<file path="config.mk">
export PLATFORM = sky130hd
export DESIGN_NAME = vid_colour_bbox
export DESIGN_NICKNAME = d
export VERILOG_FILES = /design/src/rtl/vid_colour_bbox.sv
export SDC_FILE = /design/constraint.sdc
export NUM_CORES = 1
export LEC_CHECK = 0
export ABC_AREA = 1
export BUFFER_PORTS_ARGS = -buffer_cell sky130_fd_sc_hd__buf_2
export CAP_MARGIN = 20
export CORE_UTILIZATION = 55
export CTS_CLUSTER_DIAMETER = 50
export DETAILED_ROUTE_END_ITERATION = 12
export GPL_ROUTABILITY_DRIVEN = 0
export PLACE_DENSITY = 0.85
export SYNTH_ARGS = -nofsm -noshare
export SYNTH_HDL_FRONTEND = slang
export SYNTH_SLANG_ARGS = --single-unit
</file>
<file path="constraint.sdc">
create_clock -name clk -period 13.9 [get_ports clk]
set_input_delay 2.78 -clock clk [delete_from_list [all_inputs] [get_ports clk]]
set_output_delay 2.78 -clock clk [all_outputs]
set_load 0.03 [all_outputs]
</file>
<file path="src/rtl/vid_colour_bbox.sv">
// Streaming colour-blob detector: per-frame bounding box and pixel count of threshold-matching pixels.
// Optional build macro VID_BBOX_OVERLAY_EN paints matches green and the last published box yellow.

module vid_colour_bbox #(
    parameter int unsigned X_W        = 11,
    parameter int unsigned Y_W        = 10,
    parameter logic [7:0]  R_MIN      = 8'd160,
    parameter logic [7:0]  G_MAX      = 8'd90,
    parameter logic [7:0]  B_MAX      = 8'd90,
    parameter int unsigned MIN_PIXELS = 16
) (
    input  logic                   clk,
    input  logic                   reset,
    input  logic                   enable,
    input  logic [23:0]            vid_data,
    input  logic                   vid_datavalid,
    input  logic                   vid_h_sync,
    input  logic                   vid_v_sync,
    output logic [23:0]            out_data,
    output logic                   out_datavalid,
    output logic                   out_h_sync,
    output logic                   out_v_sync,
    output logic                   res_valid,
    input  logic                   res_ready,
    output logic                   res_found,
    output logic [X_W-1:0]         res_xmin,
    output logic [X_W-1:0]         res_xmax,
    output logic [Y_W-1:0]         res_ymin,
    output logic [Y_W-1:0]         res_ymax,
    output logic [X_W+Y_W-1:0]     res_count,
    output logic                   res_overrun
);

    localparam int unsigned CNT_W = X_W + Y_W;

    localparam logic [1:0] ST_IDLE    = 2'd0;
    localparam logic [1:0] ST_ACCUM   = 2'd1;
    localparam logic [1:0] ST_PUBLISH = 2'd2;

    function automatic logic [X_W-1:0] inc_x(input logic [X_W-1:0] v);
        return (&v) ? v : v + X_W'(1);
    endfunction

    function automatic logic [Y_W-1:0] inc_y(input logic [Y_W-1:0] v);
        return (&v) ? v : v + Y_W'(1);
    endfunction

    function automatic logic [CNT_W-1:0] inc_cnt(input logic [CNT_W-1:0] v);
        return (&v) ? v : v + CNT_W'(1);
    endfunction

    logic [23:0]      pix_q;
    logic             dv_q;
    logic             hs_q;
    logic             vs_q;
    logic             match_q;
    logic [X_W-1:0]   px_x_q;
    logic [Y_W-1:0]   px_y_q;

    logic [X_W-1:0]   x_q, x_d;
    logic [Y_W-1:0]   y_q, y_d;

    logic [1:0]       state_q, state_d;
    logic             frame_en_q, frame_en_d;

    logic [X_W-1:0]   acc_xmin_q, acc_xmin_d;
    logic [X_W-1:0]   acc_xmax_q, acc_xmax_d;
    logic [Y_W-1:0]   acc_ymin_q, acc_ymin_d;
    logic [Y_W-1:0]   acc_ymax_q, acc_ymax_d;
    logic [CNT_W-1:0] acc_count_q, acc_count_d;

    logic             res_valid_q, res_valid_d;
    logic             res_found_q, res_found_d;
    logic [X_W-1:0]   res_xmin_q, res_xmin_d;
    logic [X_W-1:0]   res_xmax_q, res_xmax_d;
    logic [Y_W-1:0]   res_ymin_q, res_ymin_d;
    logic [Y_W-1:0]   res_ymax_q, res_ymax_d;
    logic [CNT_W-1:0] res_count_q, res_count_d;
    logic             res_overrun_q, res_overrun_d;

    logic match_c;
    logic frame_start_c;
    logic line_end_c;

    assign match_c = vid_datavalid && frame_en_q
                     && (vid_data[23:16] >= R_MIN)
                     && (vid_data[15:8]  <= G_MAX)
                     && (vid_data[7:0]   <= B_MAX);

    // Frame start and line end are edges of the live inputs against their stage-1 copies.
    assign frame_start_c = vid_v_sync && !vs_q;
    assign line_end_c    = !vid_datavalid && dv_q;

    always_comb begin
        x_d = x_q;
        if (vid_datavalid) begin
            x_d = inc_x(x_q);
        end else if (line_end_c) begin
            x_d = '0;
        end
    end

    always_comb begin
        y_d = y_q;
        if (frame_start_c) begin
            y_d = '0;
        end else if (line_end_c) begin
            y_d = inc_y(y_q);
        end
    end

    always_ff @(posedge clk or posedge reset) begin
        if (reset) begin
            pix_q   <= '0;
            dv_q    <= 1'b0;
            hs_q    <= 1'b0;
            vs_q    <= 1'b0;
            match_q <= 1'b0;
            px_x_q  <= '0;
            px_y_q  <= '0;
            x_q     <= '0;
            y_q     <= '0;
        end else begin
            pix_q   <= vid_data;
            dv_q    <= vid_datavalid;
            hs_q    <= vid_h_sync;
            vs_q    <= vid_v_sync;
            match_q <= match_c;
            px_x_q  <= x_q;
            px_y_q  <= y_q;
            x_q     <= x_d;
            y_q     <= y_d;
        end
    end

    always_comb begin
        state_d    = state_q;
        frame_en_d = frame_en_q;
        case (state_q)
            ST_IDLE: begin
                if (frame_start_c) begin
                    state_d    = ST_ACCUM;
                    frame_en_d = enable;
                end
            end
            ST_ACCUM: begin
                if (frame_start_c) begin
                    state_d = ST_PUBLISH;
                end
            end
            ST_PUBLISH: begin
                state_d    = ST_ACCUM;
                frame_en_d = enable;
            end
            default: begin
                state_d    = ST_IDLE;
                frame_en_d = 1'b0;
            end
        endcase
    end

    // The publish cycle restarts from the cleared state, so a match arriving then still counts.
    always_comb begin
        acc_xmin_d  = acc_xmin_q;
        acc_xmax_d  = acc_xmax_q;
        acc_ymin_d  = acc_ymin_q;
        acc_ymax_d  = acc_ymax_q;
        acc_count_d = acc_count_q;
        if (state_q == ST_PUBLISH) begin
            acc_xmin_d  = '1;
            acc_xmax_d  = '0;
            acc_ymin_d  = '1;
            acc_ymax_d  = '0;
            acc_count_d = '0;
        end
        if (match_q && (state_q != ST_IDLE)) begin
            if (px_x_q < acc_xmin_d) acc_xmin_d = px_x_q;
            if (px_x_q > acc_xmax_d) acc_xmax_d = px_x_q;
            if (px_y_q < acc_ymin_d) acc_ymin_d = px_y_q;
            if (px_y_q > acc_ymax_d) acc_ymax_d = px_y_q;
            acc_count_d = inc_cnt(acc_count_d);
        end
    end

    always_comb begin
        res_valid_d   = res_valid_q;
        res_found_d   = res_found_q;
        res_xmin_d    = res_xmin_q;
        res_xmax_d    = res_xmax_q;
        res_ymin_d    = res_ymin_q;
        res_ymax_d    = res_ymax_q;
        res_count_d   = res_count_q;
        res_overrun_d = res_overrun_q;
        if (state_q == ST_PUBLISH) begin
            res_valid_d = 1'b1;
            res_count_d = acc_count_q;
            if (acc_count_q >= CNT_W'(MIN_PIXELS)) begin
                res_found_d = 1'b1;
                res_xmin_d  = acc_xmin_q;
                res_xmax_d  = acc_xmax_q;
                res_ymin_d  = acc_ymin_q;
                res_ymax_d  = acc_ymax_q;
            end else begin
                res_found_d = 1'b0;
                res_xmin_d  = '0;
                res_xmax_d  = '0;
                res_ymin_d  = '0;
                res_ymax_d  = '0;
            end
            if (res_valid_q && !res_ready) begin
                res_overrun_d = 1'b1;
            end
        end else if (res_valid_q && res_ready) begin
            res_valid_d = 1'b0;
        end
    end

    always_ff @(posedge clk or posedge reset) begin
        if (reset) begin
            state_q       <= ST_IDLE;
            frame_en_q    <= 1'b0;
            acc_xmin_q    <= '1;
            acc_xmax_q    <= '0;
            acc_ymin_q    <= '1;
            acc_ymax_q    <= '0;
            acc_count_q   <= '0;
            res_valid_q   <= 1'b0;
            res_found_q   <= 1'b0;
            res_xmin_q    <= '0;
            res_xmax_q    <= '0;
            res_ymin_q    <= '0;
            res_ymax_q    <= '0;
            res_count_q   <= '0;
            res_overrun_q <= 1'b0;
        end else begin
            state_q       <= state_d;
            frame_en_q    <= frame_en_d;
            acc_xmin_q    <= acc_xmin_d;
            acc_xmax_q    <= acc_xmax_d;
            acc_ymin_q    <= acc_ymin_d;
            acc_ymax_q    <= acc_ymax_d;
            acc_count_q   <= acc_count_d;
            res_valid_q   <= res_valid_d;
            res_found_q   <= res_found_d;
            res_xmin_q    <= res_xmin_d;
            res_xmax_q    <= res_xmax_d;
            res_ymin_q    <= res_ymin_d;
            res_ymax_q    <= res_ymax_d;
            res_count_q   <= res_count_d;
            res_overrun_q <= res_overrun_d;
        end
    end

    assign out_datavalid = dv_q;
    assign out_h_sync    = hs_q;
    assign out_v_sync    = vs_q;

    assign res_valid   = res_valid_q;
    assign res_found   = res_found_q;
    assign res_xmin    = res_xmin_q;
    assign res_xmax    = res_xmax_q;
    assign res_ymin    = res_ymin_q;
    assign res_ymax    = res_ymax_q;
    assign res_count   = res_count_q;
    assign res_overrun = res_overrun_q;

`ifdef VID_BBOX_OVERLAY_EN
    // Overlay works on stage-1 registers only, so the video latency stays at one cycle.
    logic in_x_span;
    logic in_y_span;
    logic on_border;

    assign in_x_span = (px_x_q >= res_xmin_q) && (px_x_q <= res_xmax_q);
    assign in_y_span = (px_y_q >= res_ymin_q) && (px_y_q <= res_ymax_q);
    assign on_border = res_found_q && dv_q
                       && ((((px_x_q == res_xmin_q) || (px_x_q == res_xmax_q)) && in_y_span)
                        || (((px_y_q == res_ymin_q) || (px_y_q == res_ymax_q)) && in_x_span));

    always_comb begin
        out_data = pix_q;
        if (match_q) begin
            out_data = 24'h00FF00;
        end else if (on_border) begin
            out_data = 24'hFFFF00;
        end
    end
`else
    assign out_data = pix_q;
`endif

endmodule

</file>
==> metrics.md <==
| Metric | Value |
|---|---|
| Worst R2R Path Depth | 11 |
| Sw frac | 28.2% |
| DRC Markers | 0 |
| CP max FO | 128 |
| Final ANT Viol Nets | 0 |
| Gate power share | 13.5% |
| Nature of the critical path startpoint | primary input |
| Hold Path Class | reg -> reg |
| Net Count, Synth | 1153 |
| Nets | 1268 |
| FMAX | 254 MHz |
| Vias in the first global route | 7530 |
| Buffers on Ports | 123 |
| Layout cells sized above 1 | 18.9% |
| Utilization after layout | 66.1% |
| Pre-antenna DRT Iters | 5 |
| Placement Rows | 47 |
| DP Worst Slack | 9.37 ns |
| Critical Path End | res_ymin[7] |
| CP endpoint kind | async pin |
| Register bit total from synthesis | 202 |
| Leak pwr | 5.92 nW |
| CTS Buf Count | 25 |
| Final Hold Viols | 0 |
| Seq/Total Area, Yosys | 53.6% |
| Postcts setup bufs | 0 |
| Synth top area cells | dfrtp_1 (48%), nand2_1 (12%), nand3_1 (5.9%) |
| Initial antenna violation count | 0 |
| Average vias per placed instance | 5.46 |
| Synthesis-to-layout area growth | 16.4% |
| Clock transition at the registers of the reported paths | 0.06 ns |
| CTS tree | built |
| Synth unique cells | 46 |
| Initial core utilization | 56.7% |
| Mapped cell area | 9480 um2 |
| Per-cell routed wire length | 14.9 um |
| Die Ht | 133 um |
| Design area | 11000 um2 |
| Vias | 7827 |
| Iter 0 DRT Violations | 645 |
| R2r endpoint | acc_ymin_q[4] |
| Die ar. | 17800 um2 |
| Grt ovf | 0 |
| DP HPWL | 14300 um |
| Max Clock Skew | 0.0133 ns |
| FF-to-FF Start | state_q[1] |
| Max IR drop VDD | 0.104 mV |
| Number of flip-flops in the largest register | 24 |
| Avg Inst Size Synth | 8.78 um2 |
| Transition time at the pin with the least slew margin | 0.986 ns |
| PwrDens | 142 nW/um2 |
| NetSw | 0.000440 W |
| Post-placement cell area | 10200 um2 |
| GRT Util Overall | 24.4% |
| Outcome | complete, no violations |
| Core ar. | 16700 um2 |
| Root Buffer | clkbuf_16 |
| Final Cycle Share | 28.4% |
| Int Pwr | 0.00112 W |
| Slack of the worst reg-to-reg path | 10.05 ns |
| Yosys Warn Count | 0 |
| Min cycle time layout | 3.94 ns |
| Pin count of the biggest net entering global routing | 129 |
| Setup-failing EPs final | 0 |
| Clock latency on the worst-skew pair | 0.52 ns |
| Setup_tns | 0 ns |
| Critical path data arrival time | 4.46 ns |
| Leading area contributor after synthesis | dfrtp_1 |
| Critical path class | in -> async |
| Top-Level Pins | 124 |
| H-tree depth | 1 |
| Global-route wire length before repair | 35500 um |
| # hold bufs at CTS | 0 |
| Clk pwr share | 41.5% |
| Share of the synthesized area in the top cell type | 47.8% |
| WP data required | 14.42 ns |
| Mapped Cells | 1079 |
| Final worst slack | 9.96 ns |
| Relative slew slack | 34.2% |
| CTS sink count | 202 |
| Max Cap Viol | 0 |
| Register share of total power | 45.0% |
| Clock Tree Buf Depth | 3 |
| Unrepaired setup endpoints after global routing | no |
| CTS resizes | 0 |
| Drt total wl | 21400 um |
| CP Launch Point | reset |
| Die Wd | 133 um |
| Max Transition Viols Final | 0 |
| Antenna Cells | 0 |
-- synth_stat cells (all sizes together) --
library cell	number
nor3	16
o2bb2ai	1
nand4	30
o211ai	3
inv	96
clkinv	1
o21a	2
nand3b	1
o31ai	3
a21oi	26
and3	1
or2	1
nor2	79
nand3	120
xor2	12
dfrtp	181
nand2	326
dfstp	21
nor4	2
nor3b	2
o22ai	4
buf	22
xnor2	2
clkbuf	17
and3b	1
ha	43
o2111ai	1
o21ai	64
a21o	1
-- through the flow --
stage	total power (W)	instances	hold WS, ns
6_report	0.00156	1433	0.397
3_3_place_gp	0.000908	1387	0.379
3_5_place_dp	0.000920	1387	0.387
4_1_cts	0.00157	1433	0.396
5_1_grt	0.00163	1433	0.405
2_1_floorplan	0.000863	1079	0.354
-- power by group through the flow --
stage | Sequential (W) | Combinational, W | Clock [W]
finish | 0.000703 | 0.000211 | 0.000649
global route | 0.000709 | 0.000241 | 0.000684
CTS | 0.000702 | 0.000211 | 0.000658
detailed placement | 0.000712 | 0.000208 | 0
global placement | 0.000709 | 0.000199 | 0
floorplan | 0.000708 | 0.000155 | 0
-- worst min path at each step --
| stage | cells after the start | to | start | slack, ns |
|---|---|---|---|---|
| after CTS | 0 | px_x_q[10] | x_q[10] | 0.40 |
| final | 0 | px_x_q[10] | x_q[10] | 0.40 |
| after global routing | 0 | px_x_q[10] | x_q[10] | 0.41 |
| after floorplan | 0 | px_x_q[10] | x_q[10] | 0.35 |
| after global placement | 0 | px_x_q[3] | x_q[3] | 0.38 |
| after detailed placement | 0 | px_x_q[10] | x_q[10] | 0.39 |
-- layout by cell type, fill, tap and decap left out, types with 3 or more instances in the layout --
cell / instances
clkinv_4: 3
nand2_2: 9
o31ai_1: 3
o21ai_0: 53
xor2_1: 12
nor2_1: 68
nor2_2: 9
o22ai_1: 4
nand3_1: 112
bufinv_16: 3
buf_2: 123
inv_1: 91
dfrtp_1: 181
clkbuf_1: 6
o21ai_1: 10
nand2_1: 315
clkbuf_16: 25
inv_8: 3
dfstp_2: 21
inv_2: 4
clkinv_2: 3
nor3_1: 13
buf_4: 4
nand4_1: 29
nand3_2: 7
ha_1: 43
a21oi_1: 26
o211ai_1: 3
-- area by class of cell --
type | instances | area (um2)
Clock inverter | 14 | 178
Clock buffer | 32 | 662
Tap cell | 220 | 275
Inverter | 97 | 372
Fill cell | 1276 | 5670
Multi-Input combinational cell | 741 | 3820
Sequential cell | 202 | 5080
Timing Repair Buffer | 127 | 646
-- critical path, cell delays in order --
cell and delay [ns]:
buf_2 0.13, inv_8 0.52, buf_4 0.81
-- layer usage --
layer | global-route usage, % | up-vias | wire length, um
met5 | 0 | - | 0
met4 | 7.32 | 0 | 528
met3 | 4.79 | 50 | 1400
met2 | 41.8 | 288 | 10600
met1 | 31.5 | 3721 | 8880
li1 | - | 3768 | -
-- cells by family after synthesis --
| group | synth area share, % |
|---|---|
| and+or+nand+nor | 27.4 |
| adders and majority gates | 5.68 |
| buffers and inverters | 6.07 |
| xor gates and xnor gates | 1.29 |
| DFF | 53.6 |
| AOI/OAI and AO/OA | 5.95 |
No activity file was read; power rests on OpenSTA's default activity.
